### config.mk
export PLATFORM = sky130hd
export DESIGN_NAME = parity_frame_rx
export DESIGN_NICKNAME = d
export VERILOG_FILES = /design/src/rtl/parity_frame_pkg.sv /design/src/rtl/parity_frame_outreg.sv /design/src/rtl/parity_frame_rx.sv
export SDC_FILE = /design/constraint.sdc
export NUM_CORES = 1
export LEC_CHECK = 0
export BUFFER_PORTS_ARGS = -buffer_cell sky130_fd_sc_hd__buf_2
export CAP_MARGIN = 20
export CORE_AREA = 5 5 51 53
export CTS_BUF_LIST = sky130_fd_sc_hd__clkbuf_16
export DETAILED_ROUTE_END_ITERATION = 16
export DIE_AREA = 0 0 56 58
export PLACE_DENSITY = 0.66
export SYNTH_ARGS = -nofsm -noshare
export SYNTH_HDL_FRONTEND = slang
export SYNTH_HIERARCHICAL = 1
export SYNTH_SLANG_ARGS = --single-unit
### constraint.sdc
create_clock -name CK -period 1.3 [get_ports CK]
set_input_delay 0.195 -clock CK [delete_from_list [all_inputs] [get_ports CK]]
set_output_delay 0.195 -clock CK [all_outputs]
set_load 0.02 [all_outputs]
### src/rtl/parity_frame_pkg.sv
// Shared types and sizing helpers for the parity-protected frame receiver.
package parity_frame_pkg;

  typedef enum logic [1:0] {
    IDLE = 2'd0,
    DATA = 2'd1,
    PAR  = 2'd2
  } state_e;

  localparam int ERRCNT_W = 8;

  // Bit counter must represent 0..data_w inclusive.
  function automatic int cnt_width(input int data_w);
    return (data_w < 1) ? 1 : $clog2(data_w + 1);
  endfunction

endpackage

### src/rtl/parity_frame_outreg.sv
// Valid/ready holding register for received words; drops a new frame and
// pulses o_ovf when it completes while an unaccepted word is still held.
module parity_frame_outreg #(
  parameter int DATA_W = 4
) (
  input  logic              i_ck,
  input  logic              i_rstn,
  input  logic              i_load,
  input  logic [DATA_W-1:0] i_data,
  input  logic              i_perr,
  input  logic              i_ready,
  output logic [DATA_W-1:0] o_data,
  output logic              o_valid,
  output logic              o_perr,
  output logic              o_ovf
);

  logic [DATA_W-1:0] r_data;
  logic              r_valid;
  logic              r_perr;
  logic              r_ovf;
  logic              w_take;
  logic              w_drop;

  // An accept in the same cycle frees the slot, so load back-to-back.
  assign w_take = i_load & (~r_valid | i_ready);
  assign w_drop = i_load & r_valid & ~i_ready;

  always_ff @(posedge i_ck or negedge i_rstn) begin
    if (!i_rstn) begin
      r_data  <= '0;
      r_valid <= 1'b0;
      r_perr  <= 1'b0;
      r_ovf   <= 1'b0;
    end else begin
      r_ovf <= w_drop;
      if (w_take) begin
        r_data  <= i_data;
        r_perr  <= i_perr;
        r_valid <= 1'b1;
      end else if (r_valid & i_ready) begin
        r_valid <= 1'b0;
      end
    end
  end

  assign o_data  = r_data;
  assign o_valid = r_valid;
  assign o_perr  = r_perr;
  assign o_ovf   = r_ovf;

endmodule

### src/rtl/parity_frame_rx.sv
// Bit-serial parity frame receiver: LSB-first data then one parity bit.
// Define PARITY_FRAME_ERRCNT_EN to add the ERRCLR/ERRCNT parity error counter.
module parity_frame_rx
  import parity_frame_pkg::*;
#(
  parameter int DATA_W     = 4,
  parameter bit ODD_PARITY = 1'b0
) (
  input  logic                CK,
  input  logic                RSTN,
  input  logic                SDI,
  input  logic                SVALID,
  input  logic                SOF,
  output logic [DATA_W-1:0]   DOUT,
  output logic                DVALID,
  input  logic                DREADY,
  output logic                PERR,
  output logic                OVF,
  output logic                ABORT
`ifdef PARITY_FRAME_ERRCNT_EN
  ,
  input  logic                ERRCLR,
  output logic [ERRCNT_W-1:0] ERRCNT
`endif
);

  localparam int               CNT_W = cnt_width(DATA_W);
  localparam logic [CNT_W-1:0] LAST  = CNT_W'(DATA_W - 1);

  state_e            r_state;
  state_e            w_state_nxt;
  logic [CNT_W-1:0]  r_cnt;
  logic [CNT_W-1:0]  w_cnt_nxt;
  logic [DATA_W-1:0] r_shift;
  logic [DATA_W-1:0] w_shift_nxt;
  logic [DATA_W-1:0] w_bit;
  logic              r_acc;
  logic              w_acc_nxt;
  logic              r_abort;
  logic              w_abort;
  logic              w_done;
  logic              w_perr;

  always_ff @(posedge CK or negedge RSTN) begin
    if (!RSTN) r_state <= IDLE;
    else       r_state <= w_state_nxt;
  end

  // SOF restarts from any state, so it is decoded ahead of the per-state moves.
  always_comb begin
    w_state_nxt = r_state;
    w_cnt_nxt   = r_cnt;
    w_shift_nxt = r_shift;
    w_acc_nxt   = r_acc;
    w_abort     = 1'b0;
    w_done      = 1'b0;
    w_bit       = '0;
    w_bit[0]    = SDI;
    if (SVALID) begin
      if (SOF) begin
        w_abort     = (r_state != IDLE);
        w_shift_nxt = w_bit;
        w_acc_nxt   = SDI;
        w_cnt_nxt   = CNT_W'(1);
        w_state_nxt = (DATA_W == 1) ? PAR : DATA;
      end else begin
        unique case (r_state)
          DATA: begin
            w_shift_nxt = r_shift | (w_bit << r_cnt);
            w_acc_nxt   = r_acc ^ SDI;
            w_cnt_nxt   = r_cnt + CNT_W'(1);
            if (r_cnt == LAST) w_state_nxt = PAR;
          end
          PAR: begin
            w_done      = 1'b1;
            w_cnt_nxt   = '0;
            w_state_nxt = IDLE;
          end
          default: ;
        endcase
      end
    end
  end

  assign w_perr = ((r_acc ^ SDI) != ODD_PARITY);

  always_ff @(posedge CK or negedge RSTN) begin
    if (!RSTN) begin
      r_cnt   <= '0;
      r_shift <= '0;
      r_acc   <= 1'b0;
      r_abort <= 1'b0;
    end else begin
      r_cnt   <= w_cnt_nxt;
      r_shift <= w_shift_nxt;
      r_acc   <= w_acc_nxt;
      r_abort <= w_abort;
    end
  end

  assign ABORT = r_abort;

  parity_frame_outreg #(.DATA_W(DATA_W)) u_outreg (
    .i_ck    (CK),
    .i_rstn  (RSTN),
    .i_load  (w_done),
    .i_data  (r_shift),
    .i_perr  (w_perr),
    .i_ready (DREADY),
    .o_data  (DOUT),
    .o_valid (DVALID),
    .o_perr  (PERR),
    .o_ovf   (OVF)
  );

`ifdef PARITY_FRAME_ERRCNT_EN
  logic [ERRCNT_W-1:0] r_errcnt;

  // Dropped frames still count: the error is tallied at completion, not at load.
  always_ff @(posedge CK or negedge RSTN) begin
    if (!RSTN)                               r_errcnt <= '0;
    else if (ERRCLR)                         r_errcnt <= '0;
    else if (w_done & w_perr & ~&r_errcnt)   r_errcnt <= r_errcnt + ERRCNT_W'(1);
  end

  assign ERRCNT = r_errcnt;
`endif

endmodule

==> impl_metrics.sql <==
INSERT INTO impl_metrics (metric_group, metric, value, unit) VALUES
('status', 'status', 'completed', ''),
('power_and_ir_drop', 'power_density', '2100', 'mW/mm^2'),
('power_and_ir_drop', 'p_sw', '0.811', 'mW'),
('yosys', 'cell_types_occupying_the_most_area_after_synthesis', 'sky130_fd_sc_hd__dfrtp_1 50%, sky130_fd_sc_hd__mux2_4 8.4%, sky130_fd_sc_hd__nand2_1 5.0%, sky130_fd_sc_hd__ha_1 2.8%, sky130_fd_sc_hd__o21ai_0 2.2%', ''),
('min_path', 'hold_start', 'SVALID', ''),
('place', 'finalWeightedCongestion', '0.816', ''),
('floorplan', 'die_y_extent', '58', 'um'),
('final_layout', 'antenna_cells_inserted', '0', ''),
('yosys', 'synth_sequential_area_ratio', '50.4', '%'),
('yosys', 'ys_seq_elements', '18', ''),
('power_and_ir_drop', 'power.ir.vdd_worst', '1.12', 'mV'),
('clock_network', 'cts_root_buffer', 'sky130_fd_sc_hd__clkbuf_16', ''),
('setup_path', 'crit_path_arrival_time', '1.41', 'ns'),
('yosys', 'synthAdderAreaFrac', '2.80', '%'),
('final_layout', 'most-common-layout-cells', '18 x sky130_fd_sc_hd__dfrtp_1, 13 x sky130_fd_sc_hd__buf_2, 12 x sky130_fd_sc_hd__nand2_1', ''),
('yosys', 'synth_top_family_by_area', 'simple AND/OR/NAND/NOR gates', ''),
('yosys', 'synth_edf_count', '0', ''),
('timing', 'finalCritPeriodShare', '98.7', '%'),
('grt', 'antenna_found_initial', '0', ''),
('detailed_routing', 'drt-initial-drc-count', '4', ''),
('power_and_ir_drop', 'sw_ratio', '33.6', '%'),
('timing', 'skew_final', '0.00260', 'ns'),
('grt', 'track_usage', '11.8', '%'),
('flow_run', 'drv.max_cap_violation_count', '0', ''),
('setup_path', 'worst_setup_path_end_kind', 'register', ''),
('final_layout', 'layout_commonest_cell', 'sky130_fd_sc_hd__dfrtp_1', ''),
('yosys', 'leading_register_cell_type_out_of_synthesis', 'sky130_fd_sc_hd__dfrtp_1', ''),
('timing', 'timing.final.ws_setup', '0.0163', 'ns'),
('clock_network', 'clock_tree_from_tritoncts', 'yes', ''),
('min_path', 'timing.hold.worst_path_depth', '2', ''),
('floorplan', 'initial_core_util', '42.4', '%'),
('yosys', 'synth_largest_type_area_fraction', '50.4', '%'),
('setup_path', 'worst_path_dominant_cell_family', 'adder cells', ''),
('floorplan', 'core-area', '0.00211', 'mm^2'),
('floorplan', 'ioPinCount', '14', ''),
('timing', 'worst_slew_pin_slew', '0.400', 'ns'),
('yosys', 'mappedNetlistNets', '89', ''),
('grt', 'grt_pass1_wl', '2970', 'um'),
('floorplan', 'die-width', '56', 'um'),
('grt', 'grt_pass1_vias', '676', ''),
('timing', 'setup_viol', '0', ''),
('yosys', 'yosys.area_share.simple', '17.2', '%'),
('setup_path', 'path_buf_inv', '1', ''),
('min_path', 'hold_path_class', 'input port to register', ''),
('yosys', 'compound_gate_portion_of_the_synthesized_area', '14.4', '%'),
('setup_path', 'critical_path_startpoint_category', 'register', ''),
('setup_path', 'worst_r2r_startpoint', 'r_cnt[1]$_DFFE_PN0P_', ''),
('timing', 'fmax', '0.779', 'GHz'),
('detailed_routing', 'vias_per_cell', '5.02', ''),
('clock_network', 'clock_path_buffers', '2', ''),
('grt', 'largest_net_degree_at_the_start_of_global_routing', '19', ''),
('timing', 'max-slew-margin-rel', '73.3', '%'),
('clock_network', 'clock_sinks', '18', ''),
('detailed_routing', 'dr.pass1.iters', '3', ''),
('yosys', 'avg_cell_area_syn', '11.0', 'um^2'),
('detailed_routing', 'route.met3.wl', '73', 'um'),
('clock_network', 'ctsHtreeMaxLevel', '1', ''),
('setup_path', 'critical_path_type', 'register to register', ''),
('setup_path', 'crit_path_cell_trace', 'ha_2 -> ha_4 -> inv_2 -> a32oi_1 -> o22ai_1', ''),
('yosys', 'synth_area_leader_cell', 'sky130_fd_sc_hd__dfrtp_1', ''),
('setup_path', 'worst_ep_required_time', '1.42', 'ns'),
('power_and_ir_drop', 'clock_network_fraction_of_design_power', '25.0', '%'),
('timing', 'pins_over_slew_limit', '0', ''),
('yosys', 'syn-instance-count', '81', ''),
('yosys', 'yosysWarningCount', '6', ''),
('place', 'place_hpwl', '1290', 'um'),
('yosys', 'synthMuxAreaShare', '8.40', '%'),
('timing', 'final-hold-violation-count', '0', ''),
('yosys', 'synthesized_area_fraction_occupied_by_xor_and_xnor_cells', '1.96', '%'),
('place', 'place_worst_setup_slack', '0.0220', 'ns'),
('power_and_ir_drop', 'total_power_of_the_final_layout', '2.41', 'mW');
[state kept, by name (all words and copies together), names as in the netlist, 2 cells and up]
| name | count |
|---|---|
| u_outreg/o_data | 4 |
| r_shift | 4 |
| r_cnt | 3 |
| r_state | 2 |
[kinds of logic (layout without fill, tap and decap cells)]
| family | count (synthesis) | in the layout |
|---|---|---|
| AND/OR/NAND/NOR | 27 | 27 |
| AO/OA/AOI/OAI | 18 | 18 |
| flip-flops | 18 | 18 |
| buffers and inverters | 9 | 30 |
| multiplexers | 5 | 5 |
| adder cells (fa/ha/maj) | 2 | 2 |
| XOR/XNOR | 2 | 2 |
[worst max-delay path by stage]
stage                               startpoint                   end  slack (ns)  cells after the start
after floorplan           r_cnt[0]$_DFFE_PN0P_  r_cnt[2]$_DFFE_PN0P_        0.01                      5
after global placement    r_cnt[0]$_DFFE_PN0P_  r_cnt[2]$_DFFE_PN0P_        0.07                      5
after detailed placement  r_cnt[1]$_DFFE_PN0P_  r_cnt[2]$_DFFE_PN0P_        0.02                      5
after CTS                 r_cnt[1]$_DFFE_PN0P_  r_cnt[2]$_DFFE_PN0P_       0.008                      5
after global routing      r_cnt[1]$_DFFE_PN0P_  r_cnt[2]$_DFFE_PN0P_       -0.03                      5
final                     r_cnt[1]$_DFFE_PN0P_  r_cnt[2]$_DFFE_PN0P_        0.02                      5
[per-layer routing]
layer	vias up	track usage, %
met1	311	13.7
li1	326	-
met4	0	6.10
met5	-	0
met3	4	3.34
met2	12	20.0
[cell usage after synthesis, types with 2 or more instances]
cell type	count
sky130_fd_sc_hd__dfrtp_1	18
sky130_fd_sc_hd__nand2b_1	3
sky130_fd_sc_hd__o21ai_1	2
sky130_fd_sc_hd__mux2_4	5
sky130_fd_sc_hd__o21ai_0	4
sky130_fd_sc_hd__nor2_1	4
sky130_fd_sc_hd__ha_1	2
sky130_fd_sc_hd__buf_4	2
sky130_fd_sc_hd__inv_1	5
sky130_fd_sc_hd__nand2_1	12
sky130_fd_sc_hd__o22ai_1	2
sky130_fd_sc_hd__a21oi_1	3
sky130_fd_sc_hd__a32oi_1	2
[power by group through the flow]
stage               Combinational (mW)  Clock [mW]  Sequential (mW)
global placement                 0.817           0            0.829
floorplan                        0.544           0            0.887
CTS                              0.856       0.624            0.836
finish                           0.975       0.603            0.832
global route                      1.06       0.647            0.857
detailed placement               0.848           0            0.845
[layout make-up]
class	instances	area, um^2
flip-flops and latches	18	450
repair buffers	21	128
clock inverters	1	3.75
inverters	5	18.8
multi-input cells	54	439
well taps	28	35.0
clock buffers	3	75.1
fillers	193	956
[stage by stage]
stage	instance area, um^2	utilization (%)	hold slack, ns	cells	setup TNS, ns
after global placement	1020	48.5	0.145	124	0
final	1150	54.6	0.242	130	0
after CTS	1110	52.8	0.237	129	0
after global routing	1150	54.6	0.258	130	-0.0558
after floorplan	901	-	-0.101	81	0
after detailed placement	1020	48.5	0.146	124	0
[repair_timing]
action	4_1_cts	5_1_grt
setup buffers	0	1
hold buffers	1	0
resized for setup	0	4
hold endpoints to repair	18	0
endpoints found under the setup margin	0	1
(Power assumes the default switching activity.)
